==> src/rtl/eth_frame_rx_if.sv <==
// Signal bundle for eth_frame_rx: raw frame stream in, parsed header plus payload stream out.
// The master modport is the receiver itself; the slave modport is whatever surrounds it.
interface eth_frame_rx_if #(
    parameter int DATA_WIDTH = 8,
    parameter int KEEP_WIDTH = 1
);
    logic [DATA_WIDTH-1:0] s_axis_tdata;
    logic                  s_axis_tvalid;
    logic                  s_axis_tready;
    logic                  s_axis_tlast;
    logic                  s_axis_tuser;

    logic                  m_eth_hdr_valid;
    logic                  m_eth_hdr_ready;
    logic [47:0]           m_eth_dest_mac;
    logic [47:0]           m_eth_src_mac;
    logic [15:0]           m_eth_type;

    logic [DATA_WIDTH-1:0] m_eth_payload_axis_tdata;
    logic [KEEP_WIDTH-1:0] m_eth_payload_axis_tkeep;
    logic                  m_eth_payload_axis_tvalid;
    logic                  m_eth_payload_axis_tready;
    logic                  m_eth_payload_axis_tlast;
    logic                  m_eth_payload_axis_tuser;

    modport master (
        input  s_axis_tdata, s_axis_tvalid, s_axis_tlast, s_axis_tuser,
        output s_axis_tready,
        output m_eth_hdr_valid, m_eth_dest_mac, m_eth_src_mac, m_eth_type,
        input  m_eth_hdr_ready,
        output m_eth_payload_axis_tdata, m_eth_payload_axis_tkeep, m_eth_payload_axis_tvalid,
        output m_eth_payload_axis_tlast, m_eth_payload_axis_tuser,
        input  m_eth_payload_axis_tready
    );

    modport slave (
        output s_axis_tdata, s_axis_tvalid, s_axis_tlast, s_axis_tuser,
        input  s_axis_tready,
        input  m_eth_hdr_valid, m_eth_dest_mac, m_eth_src_mac, m_eth_type,
        output m_eth_hdr_ready,
        input  m_eth_payload_axis_tdata, m_eth_payload_axis_tkeep, m_eth_payload_axis_tvalid,
        input  m_eth_payload_axis_tlast, m_eth_payload_axis_tuser,
        output m_eth_payload_axis_tready
    );
endinterface

==> src/rtl/eth_frame_rx.sv <==
// Ethernet frame receiver: splits the 14-byte MAC header off a byte stream and forwards the payload.
// Optional statistics counters are enabled with macro ETH_FRAME_RX_STATS_EN.
module eth_frame_rx #(
    parameter int DATA_WIDTH = 8,
    parameter int KEEP_WIDTH = 1
) (
    input  logic        clk,
    input  logic        rst,
    eth_frame_rx_if.master bus,
    output logic        busy,
    output logic        error_header_early_termination
`ifdef ETH_FRAME_RX_STATS_EN
    ,
    output logic [31:0] stat_frame_count,
    output logic [31:0] stat_error_count
`endif
);
    typedef enum logic {HDR, PAYLOAD} state_t;

    state_t                state_reg;
    logic [3:0]            hdr_cnt_reg;
    logic                  hdr_valid_reg;
    logic [DATA_WIDTH-1:0] pay_data_reg;
    logic                  pay_valid_reg;
    logic                  pay_last_reg;
    logic                  pay_user_reg;
    logic                  error_reg;
    logic [111:0]          hdr_flat;

    logic in_ready;
    logic in_fire;
    logic hdr_fire;
    logic pay_fire;

    // Input readiness depends only on registered state and the downstream readies.
    always_comb begin
        if (state_reg == HDR) begin
            in_ready = !hdr_valid_reg;
        end else begin
            in_ready = bus.m_eth_payload_axis_tready || !pay_valid_reg;
        end
    end

    assign in_fire  = bus.s_axis_tvalid && in_ready;
    assign hdr_fire = in_fire && (state_reg == HDR);
    assign pay_fire = in_fire && (state_reg == PAYLOAD);

    genvar gi;
    generate
        for (gi = 0; gi < 14; gi++) begin : g_hdr_byte
            logic [7:0] byte_reg;
            always_ff @(posedge clk or posedge rst) begin
                if (rst) begin
                    byte_reg <= '0;
                end else if (hdr_fire && hdr_cnt_reg == 4'(gi)) begin
                    byte_reg <= bus.s_axis_tdata[7:0];
                end
            end
            // Byte 0 lands in the most significant byte of the destination MAC.
            assign hdr_flat[111 - 8*gi -: 8] = byte_reg;
        end
    endgenerate

    always_ff @(posedge clk or posedge rst) begin
        if (rst) begin
            state_reg     <= HDR;
            hdr_cnt_reg   <= '0;
            hdr_valid_reg <= 1'b0;
            pay_data_reg  <= '0;
            pay_valid_reg <= 1'b0;
            pay_last_reg  <= 1'b0;
            pay_user_reg  <= 1'b0;
            error_reg     <= 1'b0;
        end else begin
            error_reg <= 1'b0;
            if (hdr_valid_reg && bus.m_eth_hdr_ready) begin
                hdr_valid_reg <= 1'b0;
            end
            if (pay_valid_reg && bus.m_eth_payload_axis_tready) begin
                pay_valid_reg <= 1'b0;
            end
            case (state_reg)
                HDR: begin
                    if (hdr_fire) begin
                        if (bus.s_axis_tlast) begin
                            hdr_cnt_reg <= '0;
                            error_reg   <= 1'b1;
                        end else if (hdr_cnt_reg == 4'd13) begin
                            hdr_cnt_reg   <= '0;
                            hdr_valid_reg <= 1'b1;
                            state_reg     <= PAYLOAD;
                        end else begin
                            hdr_cnt_reg <= hdr_cnt_reg + 4'd1;
                        end
                    end
                end
                PAYLOAD: begin
                    if (pay_fire) begin
                        pay_data_reg  <= bus.s_axis_tdata;
                        pay_last_reg  <= bus.s_axis_tlast;
                        pay_user_reg  <= bus.s_axis_tlast && bus.s_axis_tuser;
                        pay_valid_reg <= 1'b1;
                        if (bus.s_axis_tlast) begin
                            state_reg <= HDR;
                        end
                    end
                end
                default: state_reg <= HDR;
            endcase
        end
    end

`ifdef ETH_FRAME_RX_STATS_EN
    logic [31:0] frame_count_reg;
    logic [31:0] error_count_reg;

    // Early termination and a bad payload tlast can never coincide: they occur in different states.
    always_ff @(posedge clk or posedge rst) begin
        if (rst) begin
            frame_count_reg <= '0;
            error_count_reg <= '0;
        end else begin
            if (pay_fire && bus.s_axis_tlast) begin
                frame_count_reg <= frame_count_reg + 32'd1;
            end
            if ((hdr_fire && bus.s_axis_tlast) ||
                (pay_fire && bus.s_axis_tlast && bus.s_axis_tuser)) begin
                error_count_reg <= error_count_reg + 32'd1;
            end
        end
    end

    assign stat_frame_count = frame_count_reg;
    assign stat_error_count = error_count_reg;
`endif

    assign bus.s_axis_tready             = in_ready;
    assign bus.m_eth_hdr_valid           = hdr_valid_reg;
    assign bus.m_eth_dest_mac            = hdr_flat[111:64];
    assign bus.m_eth_src_mac             = hdr_flat[63:16];
    assign bus.m_eth_type                = hdr_flat[15:0];
    assign bus.m_eth_payload_axis_tdata  = pay_data_reg;
    assign bus.m_eth_payload_axis_tkeep  = {KEEP_WIDTH{1'b1}};
    assign bus.m_eth_payload_axis_tvalid = pay_valid_reg;
    assign bus.m_eth_payload_axis_tlast  = pay_last_reg;
    assign bus.m_eth_payload_axis_tuser  = pay_user_reg;

    assign busy                           = (state_reg == PAYLOAD) || (hdr_cnt_reg != 4'd0);
    assign error_header_early_termination = error_reg;
endmodule

==> src/flat_wrapper.sv <==
// flat-port wrapper written by rule: the top's interface ports become plain ports
module eth_frame_rx_flat 
#(
    parameter int DATA_WIDTH = 8,
    parameter int KEEP_WIDTH = 1
)
  (clk, rst, busy, error_header_early_termination, bus_s_axis_tdata, bus_s_axis_tvalid, bus_s_axis_tlast, bus_s_axis_tuser, bus_s_axis_tready, bus_m_eth_hdr_valid, bus_m_eth_dest_mac, bus_m_eth_src_mac, bus_m_eth_type, bus_m_eth_hdr_ready, bus_m_eth_payload_axis_tdata, bus_m_eth_payload_axis_tkeep, bus_m_eth_payload_axis_tvalid, bus_m_eth_payload_axis_tlast, bus_m_eth_payload_axis_tuser, bus_m_eth_payload_axis_tready);
  eth_frame_rx_if #(.DATA_WIDTH(DATA_WIDTH), .KEEP_WIDTH(KEEP_WIDTH)) bus_i ();
  input  logic clk;
  input  logic rst;
  output logic busy;
  output logic error_header_early_termination;
  input wire logic [$bits(bus_i.s_axis_tdata)-1:0] bus_s_axis_tdata;
  input wire logic [$bits(bus_i.s_axis_tvalid)-1:0] bus_s_axis_tvalid;
  input wire logic [$bits(bus_i.s_axis_tlast)-1:0] bus_s_axis_tlast;
  input wire logic [$bits(bus_i.s_axis_tuser)-1:0] bus_s_axis_tuser;
  output wire logic [$bits(bus_i.s_axis_tready)-1:0] bus_s_axis_tready;
  output wire logic [$bits(bus_i.m_eth_hdr_valid)-1:0] bus_m_eth_hdr_valid;
  output wire logic [$bits(bus_i.m_eth_dest_mac)-1:0] bus_m_eth_dest_mac;
  output wire logic [$bits(bus_i.m_eth_src_mac)-1:0] bus_m_eth_src_mac;
  output wire logic [$bits(bus_i.m_eth_type)-1:0] bus_m_eth_type;
  input wire logic [$bits(bus_i.m_eth_hdr_ready)-1:0] bus_m_eth_hdr_ready;
  output wire logic [$bits(bus_i.m_eth_payload_axis_tdata)-1:0] bus_m_eth_payload_axis_tdata;
  output wire logic [$bits(bus_i.m_eth_payload_axis_tkeep)-1:0] bus_m_eth_payload_axis_tkeep;
  output wire logic [$bits(bus_i.m_eth_payload_axis_tvalid)-1:0] bus_m_eth_payload_axis_tvalid;
  output wire logic [$bits(bus_i.m_eth_payload_axis_tlast)-1:0] bus_m_eth_payload_axis_tlast;
  output wire logic [$bits(bus_i.m_eth_payload_axis_tuser)-1:0] bus_m_eth_payload_axis_tuser;
  input wire logic [$bits(bus_i.m_eth_payload_axis_tready)-1:0] bus_m_eth_payload_axis_tready;
  assign bus_i.s_axis_tdata = bus_s_axis_tdata;
  assign bus_i.s_axis_tvalid = bus_s_axis_tvalid;
  assign bus_i.s_axis_tlast = bus_s_axis_tlast;
  assign bus_i.s_axis_tuser = bus_s_axis_tuser;
  assign bus_s_axis_tready = bus_i.s_axis_tready;
  assign bus_m_eth_hdr_valid = bus_i.m_eth_hdr_valid;
  assign bus_m_eth_dest_mac = bus_i.m_eth_dest_mac;
  assign bus_m_eth_src_mac = bus_i.m_eth_src_mac;
  assign bus_m_eth_type = bus_i.m_eth_type;
  assign bus_i.m_eth_hdr_ready = bus_m_eth_hdr_ready;
  assign bus_m_eth_payload_axis_tdata = bus_i.m_eth_payload_axis_tdata;
  assign bus_m_eth_payload_axis_tkeep = bus_i.m_eth_payload_axis_tkeep;
  assign bus_m_eth_payload_axis_tvalid = bus_i.m_eth_payload_axis_tvalid;
  assign bus_m_eth_payload_axis_tlast = bus_i.m_eth_payload_axis_tlast;
  assign bus_m_eth_payload_axis_tuser = bus_i.m_eth_payload_axis_tuser;
  assign bus_i.m_eth_payload_axis_tready = bus_m_eth_payload_axis_tready;
  eth_frame_rx #(.DATA_WIDTH(DATA_WIDTH), .KEEP_WIDTH(KEEP_WIDTH)) u_core (.clk(clk), .rst(rst), .bus(bus_i), .busy(busy), .error_header_early_termination(error_header_early_termination));
endmodule
==> config.mk <==
export PLATFORM = sky130hd
export DESIGN_NAME = eth_frame_rx_flat
export DESIGN_NICKNAME = d
export VERILOG_FILES = /design/src/rtl/eth_frame_rx_if.sv /design/src/rtl/eth_frame_rx.sv /design/src/flat_wrapper.sv
export SDC_FILE = /design/constraint.sdc
export NUM_CORES = 1
export LEC_CHECK = 0
export ABC_CLOCK_PERIOD_IN_PS = 7800
export CAP_MARGIN = 40
export CORE_AREA = 2 2 150 152
export DETAILED_ROUTE_END_ITERATION = 16
export DIE_AREA = 0 0 152 154
export GPL_TIMING_DRIVEN = 0
export PLACE_DENSITY_LB_ADDON = 0.12
export SLEW_MARGIN = 40
export SYNTH_ARGS = -nofsm -noshare
export SYNTH_HDL_FRONTEND = slang
export SYNTH_SLANG_ARGS = --single-unit
==> constraint.sdc <==
create_clock -name clk -period 7.8 [get_ports clk]
set_input_delay 1.17 -clock clk [delete_from_list [all_inputs] [get_ports clk]]
set_output_delay 1.17 -clock clk [all_outputs]
set_load 0.1 [all_outputs]
==> flow_metrics.env, run 1 <==
export IMPL_status="finished clean"
export IMPL_r2r_end="u_core.g_hdr_byte[8].byte_reg[7]"
export IMPL_cts_sinks=130
export IMPL_nets=503
export IMPL_rows=54
export IMPL_dieWidth_um=152
export IMPL_grt_pass1_wl_mm=21.9
export IMPL_grt_max_degree=73
export IMPL_layout_min_cycle_time_ps=3540
export IMPL_critical_path_class="in -> out"
export IMPL_syn2layout_area_growth_pct=34.6
export IMPL_place_gp_congestion=0.691
export IMPL_synth_area_per_cell_sq_um=15.7
export IMPL_hold_viol_final=0
export IMPL_final_layout_size_suffix_gt1_share_pct=59.5
export IMPL_grt_pass1_vias=3473
export IMPL_drt_iter0_drc=83
export IMPL_yosys_cell_types_count=32
export IMPL_initial_core_util_pct=23.8
export IMPL_dieHeight_um=154
export IMPL_numCtsBuffers=17
export IMPL_dp_hpwl_mm=9.71
export IMPL_wl_per_cell_um=17.9
export IMPL_cp_end_kind="output pin"
export IMPL_syn_inst=328
export IMPL_final_cell_mix="dfrtp_1 (130), buf_2 (127), mux2_2 (105), clkbuf_16 (17), mux2_4 (16)"
export IMPL_synth_edf_count=0
export IMPL_worstMarginPinSlew_ps=748
export IMPL_finalSetupViolations=0
export IMPL_ys_ff_latch=130
export IMPL_cts_root_buf="clkbuf_16"
export IMPL_routed_via_count=3302
export IMPL_r2r_slack_ps=5520
export IMPL_ys_warn_count=0
export IMPL_grtUsageTotal_pct=12.5
export IMPL_postRouteAntennaNets=0
export IMPL_ios=143
export IMPL_required_ps=6630
export IMPL_skew_ps=5.56
export IMPL_wirelength_mm=14.0
export IMPL_largest_reg_flops=112
export IMPL_synth_net_count=343
export IMPL_post_cts_buffers=0
export IMPL_async_flop_share_pct=100
export IMPL_clk_pin_slew_ps=60
export IMPL_die_area_sq_um=23400
export IMPL_drtPass1Iterations=4
export IMPL_grt_setup_unrepaired="no"
export IMPL_whs_path_depth=1
export IMPL_maxCapViolations=0
export IMPL_syn_area_sq_um=5150
export IMPL_slew_viol_final=0
export IMPL_hold_path_class="reg -> reg"
export IMPL_setup_tns_ps=0
export IMPL_synthFlopType="dfrtp_1"
export IMPL_coreArea_sq_um=21700
export IMPL_drc=0
export IMPL_worst_r2r_path_depth=6
export IMPL_cts_tree="done"
export IMPL_max_slew_margin_pct=50.1
export IMPL_diodes=0
export IMPL_critPathLaunchType="primary input"
export IMPL_cp_arrival_ps=2370
export IMPL_postCtsResizedCells=0
export IMPL_synth_seq_area_share_pct=63.2
export IMPL_antenna_found_initial=0
export IMPL_portBuffers=140
export IMPL_r2r_start="u_core.state_reg"
export IMPL_grt_overflow_total=0
export IMPL_hold_path_endpoint="u_core.g_hdr_byte[7].byte_reg[6]"
export IMPL_cp_max_fo=6
export IMPL_clockBufferDepth=2
export IMPL_min_period_over_period_pct=45.4
export IMPL_clk_latency_ps=410
export IMPL_layout_commonest_cell="dfrtp_1"
export IMPL_vias_per_cell=4.23
export IMPL_htree_levels=4
export IMPL_fmax_mhz=282
export IMPL_hp_start="u_core.g_hdr_byte[7].byte_reg[6]"
export IMPL_cts_hold_buf=0
-- final cells by class --
class,instances,area [sq um]
repair buffers,141,793
clock buffers,19,453
flip-flops and latches,130,3250
multi-input cells,174,1800
inverters,3,18.8
well taps,280,350
fillers,2202,14800
clock inverters,13,160
plain buffers,21,111
-- cell usage after synthesis, types with 3 or more instances --
| library cell | number | area share [%] |
|---|---|---|
| clkbuf_1 | 15 | 1.1 |
| o21ai_0 | 6 | 0.58 |
| nand2_1 | 8 | 0.58 |
| mux2_4 | 16 | 4.7 |
| nor2_1 | 8 | 0.58 |
| mux2_2 | 105 | 23 |
| nand3_1 | 3 | 0.29 |
| nand3b_1 | 3 | 0.44 |
| inv_1 | 3 | 0.22 |
| buf_6 | 3 | 0.66 |
| dfrtp_1 | 130 | 63 |
| nor3_2 | 3 | 0.58 |
-- worst max-delay path by stage --
stage,endpoint,cells past startpoint,slack [ps],start
2_1_floorplan,u_core.bus.m_eth_hdr_valid,1,3160,rst
3_3_place_gp,u_core.g_hdr_byte[2].byte_reg[2],2,1150,rst
3_5_place_dp,u_core.g_hdr_byte[12].byte_reg[5],5,4200,bus_s_axis_tvalid
4_1_cts,bus_s_axis_tready,4,4220,bus_m_eth_payload_axis_tready
5_1_grt,bus_s_axis_tready,4,4120,bus_m_eth_payload_axis_tready
6_report,bus_s_axis_tready,4,4260,bus_m_eth_payload_axis_tready
-- stage by stage --
| stage | hold WS (ps) | instance area (sq um) | cells | util (%) | worst slack [ps] |
|---|---|---|---|---|---|
| 6_report | 499 | 6940 | 781 | 32.0 | 4260 |
| 5_1_grt | 516 | 6940 | 781 | 32.0 | 4120 |
| 4_1_cts | 503 | 6930 | 781 | 31.9 | 4220 |
| 3_5_place_dp | 490 | 6310 | 749 | 29.1 | 4200 |
| 3_3_place_gp | 490 | 6900 | 748 | 31.8 | 1150 |
| 2_1_floorplan | 549 | 5150 | 328 | - | 3160 |
-- critical path, cell delays in order --
cell,delay [ps]
clkdlybuf4s50_1,410
nor2b_1,320
mux2i_1,150
buf_2,320
-- logic make-up (layout without fill, tap and decap cells) --
group | Yosys count | after routing | synth area share [%]
flip-flops | 130 | 130 | 63.2
multiplexers | 122 | 122 | 27.8
AND/OR/NAND/NOR | 39 | 39 | 5.15
buffers and inverters | 24 | 197 | 2.33
AO/OA/AOI/OAI | 12 | 12 | 1.48
other | 1 | 1 | 0.0728
-- per-layer routing --
metal | vias to the layer above | global-route usage (%) | share of wire (%)
met5 | - | 0 | 0
met4 | 0 | 4.01 | 0.81
li1 | 1489 | - | -
met1 | 1702 | 16.1 | 45
met3 | 6 | 4.90 | 6.7
met2 | 105 | 19.2 | 47
Power of run 1 is not shown: default switching activity piles up to over one toggle a cycle in this logic, so the estimate is an artifact.
==> run 2: changes to the inputs <==
ABC_CLOCK_PERIOD_IN_PS = 3450   (was 7800)
clock period = 3.45 ns   (was 7.8 ns; I/O delays follow)
==> run 2 against run 1 <==
  * Via count fell by 1.9%
  * Non-clock buffer count rose by 5
  * Clock-buffer cell count rose by 1
  * First-iteration DRC count fell by 2.4%
  * Core utilization rose by 0.20 points
  * Register-to-register slack got worse by 4400 ps
  * Design area rose by 0.61%
  * Sequential cell count did not move
  * Critical path depth rose by 1
  * Global-route usage rose by 0.12 points
  * Hold slack got worse by 110 ps
  * Critical path type is now reg -> out
==> flow_metrics.env, run 2 (synthesis gave the netlist of run 1 again) <==
export IMPL_layout_min_cycle_time_ps=2650
export IMPL_final_cell_mix="dfrtp_1 (130), buf_2 (127), mux2_2 (105), clkbuf_16 (17), mux2_4 (16)"
export IMPL_dieWidth_um=152
export IMPL_crit_end="busy"
export IMPL_layout_commonest_cell="dfrtp_1"
export IMPL_numCtsBuffers=17
export IMPL_cp_arrival_ps=2140
export IMPL_antenna_found_initial=0
export IMPL_slew_viol_final=0
export IMPL_place_ws_ps=458
export IMPL_diodes=0
export IMPL_r2r_end="u_core.g_hdr_byte[0].byte_reg[2]"
export IMPL_setup_tns_ps=0
export IMPL_rows=54
export IMPL_hold_viol_final=0
export IMPL_die_area_sq_um=23400
export IMPL_fmax_mhz=377
export IMPL_cts_sinks=130
export IMPL_drtPass1Iterations=5
export IMPL_ios=143
export IMPL_cts_hold_buf=0
export IMPL_cp_max_fo=10
export IMPL_vias_per_cell=4.13
export IMPL_cp_startpoint="u_core.hdr_cnt_reg[1]"
export IMPL_grt_pass1_vias=3534
export IMPL_place_gp_congestion=0.753
export IMPL_grt_overflow_total=0
export IMPL_postRouteAntennaNets=0
export IMPL_hold_path_class="in -> async"
export IMPL_required_ps=2930
export IMPL_worstMarginPinSlew_ps=784
export IMPL_timing_critical_path_cells="clkbuf_1, clkbuf_1, nor3_1, nand2_1, buf_2"
export IMPL_clk_pin_slew_ps=60
export IMPL_skew_ps=7.85
export IMPL_post_cts_buffers=0
export IMPL_drc=0
export IMPL_critical_path_class="reg -> out"
export IMPL_cts_tree="done"
export IMPL_path_buf_inv=3
export IMPL_dp_hpwl_mm=10.2
export IMPL_maxCapViolations=0
export IMPL_worst_path_stages=5
export IMPL_fin_ws_ps=797
export IMPL_worst_r2r_path_depth=5
export IMPL_crit_path_top_delay_cell="buf_2"
export IMPL_syn2layout_area_growth_pct=35.5
export IMPL_min_period_over_period_pct=76.9
export IMPL_clockBufferDepth=2
export IMPL_fillers=2155
export IMPL_grt_max_degree=26
export IMPL_grt_setup_unrepaired="no"
export IMPL_wl_per_cell_um=17.8
export IMPL_cts_root_buf="clkbuf_16"
export IMPL_grtUsageTotal_pct=12.6
export IMPL_dieHeight_um=154
export IMPL_postCtsResizedCells=0
export IMPL_initial_core_util_pct=23.8
export IMPL_htree_levels=4
export IMPL_multi_input_area_sq_um=1800
export IMPL_finalSetupViolations=0
export IMPL_portBuffers=140
export IMPL_final_layout_size_suffix_gt1_share_pct=59.5
export IMPL_seq_area_sq_um=3250
export IMPL_max_slew_margin_pct=47.4
export IMPL_drt_iter0_drc=81
export IMPL_status="finished clean"
export IMPL_critPathLaunchType="register"
export IMPL_r2r_slack_ps=1160
export IMPL_wirelength_mm=14.0
export IMPL_crit_top_cell="clkbuf_1"
export IMPL_clk_latency_ps=410
export IMPL_nets=508
export IMPL_path_delay_family="buffers and inverters"
export IMPL_r2r_start="u_core.state_reg"
export IMPL_routed_via_count=3240
export IMPL_largest_reg_flops=112
export IMPL_coreArea_sq_um=21700
export IMPL_cp_end_kind="output pin"
export IMPL_cp_slowest_stage_delay_ps=430
export IMPL_grt_pass1_wl_mm=22.1
[run 2: metrics by stage]
stage | utilization (%) | std cells | instance area [sq um] | hold slack [ps]
after CTS | 32.1 | 784 | 6970 | 370
after detailed placement | 29.6 | 754 | 6430 | 490
final | 32.2 | 784 | 6980 | 389
after global placement | 31.8 | 748 | 6910 | 490
after global routing | 32.2 | 784 | 6980 | 380
after floorplan | - | 328 | 5150 | 549
[run 2: worst min-delay path by stage]
| stage | start | end | slack [ps] | cells past startpoint |
|---|---|---|---|---|
| floorplan | u_core.hdr_cnt_reg[0] | u_core.hdr_cnt_reg[0] | 550 | 2 |
| global placement | u_core.g_hdr_byte[3].byte_reg[1] | u_core.g_hdr_byte[3].byte_reg[1] | 490 | 1 |
| detailed placement | u_core.g_hdr_byte[3].byte_reg[1] | u_core.g_hdr_byte[3].byte_reg[1] | 490 | 1 |
| CTS | rst | u_core.g_hdr_byte[0].byte_reg[4] | 370 | 2 |
| global route | rst | u_core.g_hdr_byte[0].byte_reg[4] | 380 | 2 |
| finish | rst | u_core.g_hdr_byte[0].byte_reg[4] | 390 | 2 |
[run 2: layer usage]
| metal | vias up | wire (um) | GRT usage [%] |
|---|---|---|---|
| li1 | 1500 | - | - |
| met1 | 1618 | 6350 | 16.1 |
| met2 | 112 | 6570 | 19.8 |
| met3 | 10 | 920 | 4.99 |
| met4 | 0 | 140 | 3.47 |
| met5 | - | 0 | 0 |
[run 2: area by class of cell]
type / instances / share of cell area [%]
multi-input cells: 174 / 25.7
flip-flops and latches: 130 / 46.6
repair buffers: 146 / 13.0
clock buffers: 20 / 6.54
well taps: 280 / 5.02
clock inverters: 10 / 1.26
inverters: 3 / 0.215
plain buffers: 21 / 1.60
Power of run 2 is left out for the same reason.
==> variant (settings of run 2) <==
`DATA_WIDTH` is set to 8 in 3 places; all go to 12.
--- a/src/rtl/eth_frame_rx_if.sv
+++ b/src/rtl/eth_frame_rx_if.sv
@@ -3,3 +3,3 @@
 interface eth_frame_rx_if #(
-    parameter int DATA_WIDTH = 8,
+    parameter int DATA_WIDTH = 12,
     parameter int KEEP_WIDTH = 1
--- a/src/rtl/eth_frame_rx.sv
+++ b/src/rtl/eth_frame_rx.sv
@@ -3,3 +3,3 @@
 module eth_frame_rx #(
-    parameter int DATA_WIDTH = 8,
+    parameter int DATA_WIDTH = 12,
     parameter int KEEP_WIDTH = 1
--- a/src/flat_wrapper.sv
+++ b/src/flat_wrapper.sv
@@ -3,3 +3,3 @@
 #(
-    parameter int DATA_WIDTH = 8,
+    parameter int DATA_WIDTH = 12,
     parameter int KEEP_WIDTH = 1
Interface: changed (resized bus_m_eth_payload_axis_tdata and bus_s_axis_tdata); port bits go from 143 to 151. No check against the original RTL was run, so the function may have changed too.
==> variant against run 2 <==
- die area is the same
- wire length increased by 2.8%
- synthesized cell count grew 2.7%
- worst hold slack improved by 0.11 ns
- synthesized area increased by 0.90%
- count of clock-buffer cells in the layout decreased by 3
- cell area is 3.3% higher
- setup slack better by 0.29 ns
- non-clock buffer count grew 5
- sequential cell count increased by 4
Power is left out: the tool's default activity adds up to more than one toggle a clock period on the data nets, which glitch-free logic cannot reach.
==> variant: results (changes against run 2) <==
status completed; comb_multi_in 181 (+4.0%); Met1 Wirelength 6364 um (+0.27%); first-pass GRT wire length 22,320 um (+0.94%); Non-clock buffers, area share 14.65% (+0.039 points); layout cells sized above 1 59.08% (-0.44 points); Clock buf/inv share 9.375% (+1.6 points); Layout Cells excl Fill 803 (+2.4%); Netlist cell types 33 (+3.1%); met3 Usage GRT 4.002% (-0.99 points); post-synthesis net count 356 (+3.8%); Synth area leaders dfrtp_1 65%, mux2_2 27%, nand2_1 1.0%, clkbuf_1 0.94%, o21ai_0 0.58%; met2 Track Usage GR 20.89% (+1.1 points); vias in the first global route 3,581 (+1.3%); Compound-Gate Fraction of Synth Area 1.493% (+0.011 points); Seq/Total Area, Yosys 64.52% (+1.4 points); DR vias/cell 4.178 (+1.1%); Setup WS pre-CTS 0.6162 ns (+0.1587 ns); bufs w/o clock 172 (+3.0%); worst hold path type flip-flop to flip-flop; clock sink count 134 (+3.1%); Final Cell Area 0.007207 mm2 (+3.3%); largest net degree at the start of global routing 27 (+3.8%); dpl hpwl 10,180 um (about the same); fill count 2,189 (+1.6%); crit path max fanout 8 (-2); # clk buffers 17 (-15%); footprint of the multi-input gates 0.001753 mm2 (-2.4%)
variant: path summary, 6_finish.rpt:
path	start	end	slack, ns
max reg2reg	u_core.state_reg$_DFF_PP0_	u_core.g_hdr_byte[12].byte_reg[7]$_DFFE_PP0P_	1.21
max in group asynchronous	rst	u_core.g_hdr_byte[6].byte_reg[0]$_DFFE_PP0P_	2.27
min reg2reg	u_core.g_hdr_byte[11].byte_reg[7]$_DFFE_PP0P_	u_core.g_hdr_byte[11].byte_reg[7]$_DFFE_PP0P_	0.50
min	u_core.g_hdr_byte[11].byte_reg[7]$_DFFE_PP0P_	u_core.g_hdr_byte[11].byte_reg[7]$_DFFE_PP0P_	0.50
min in group asynchronous	rst	u_core.g_hdr_byte[5].byte_reg[1]$_DFFE_PP0P_	0.51
max	bus_s_axis_tvalid	u_core.g_hdr_byte[12].byte_reg[7]$_DFFE_PP0P_	1.09
variant: worst max-delay path: stages:
cell and delay (ns):
clkdlybuf4s50_1 0.59, or4b_1 0.45, clkbuf_2 0.18, nor3_4 0.51, mux2_2 0.41
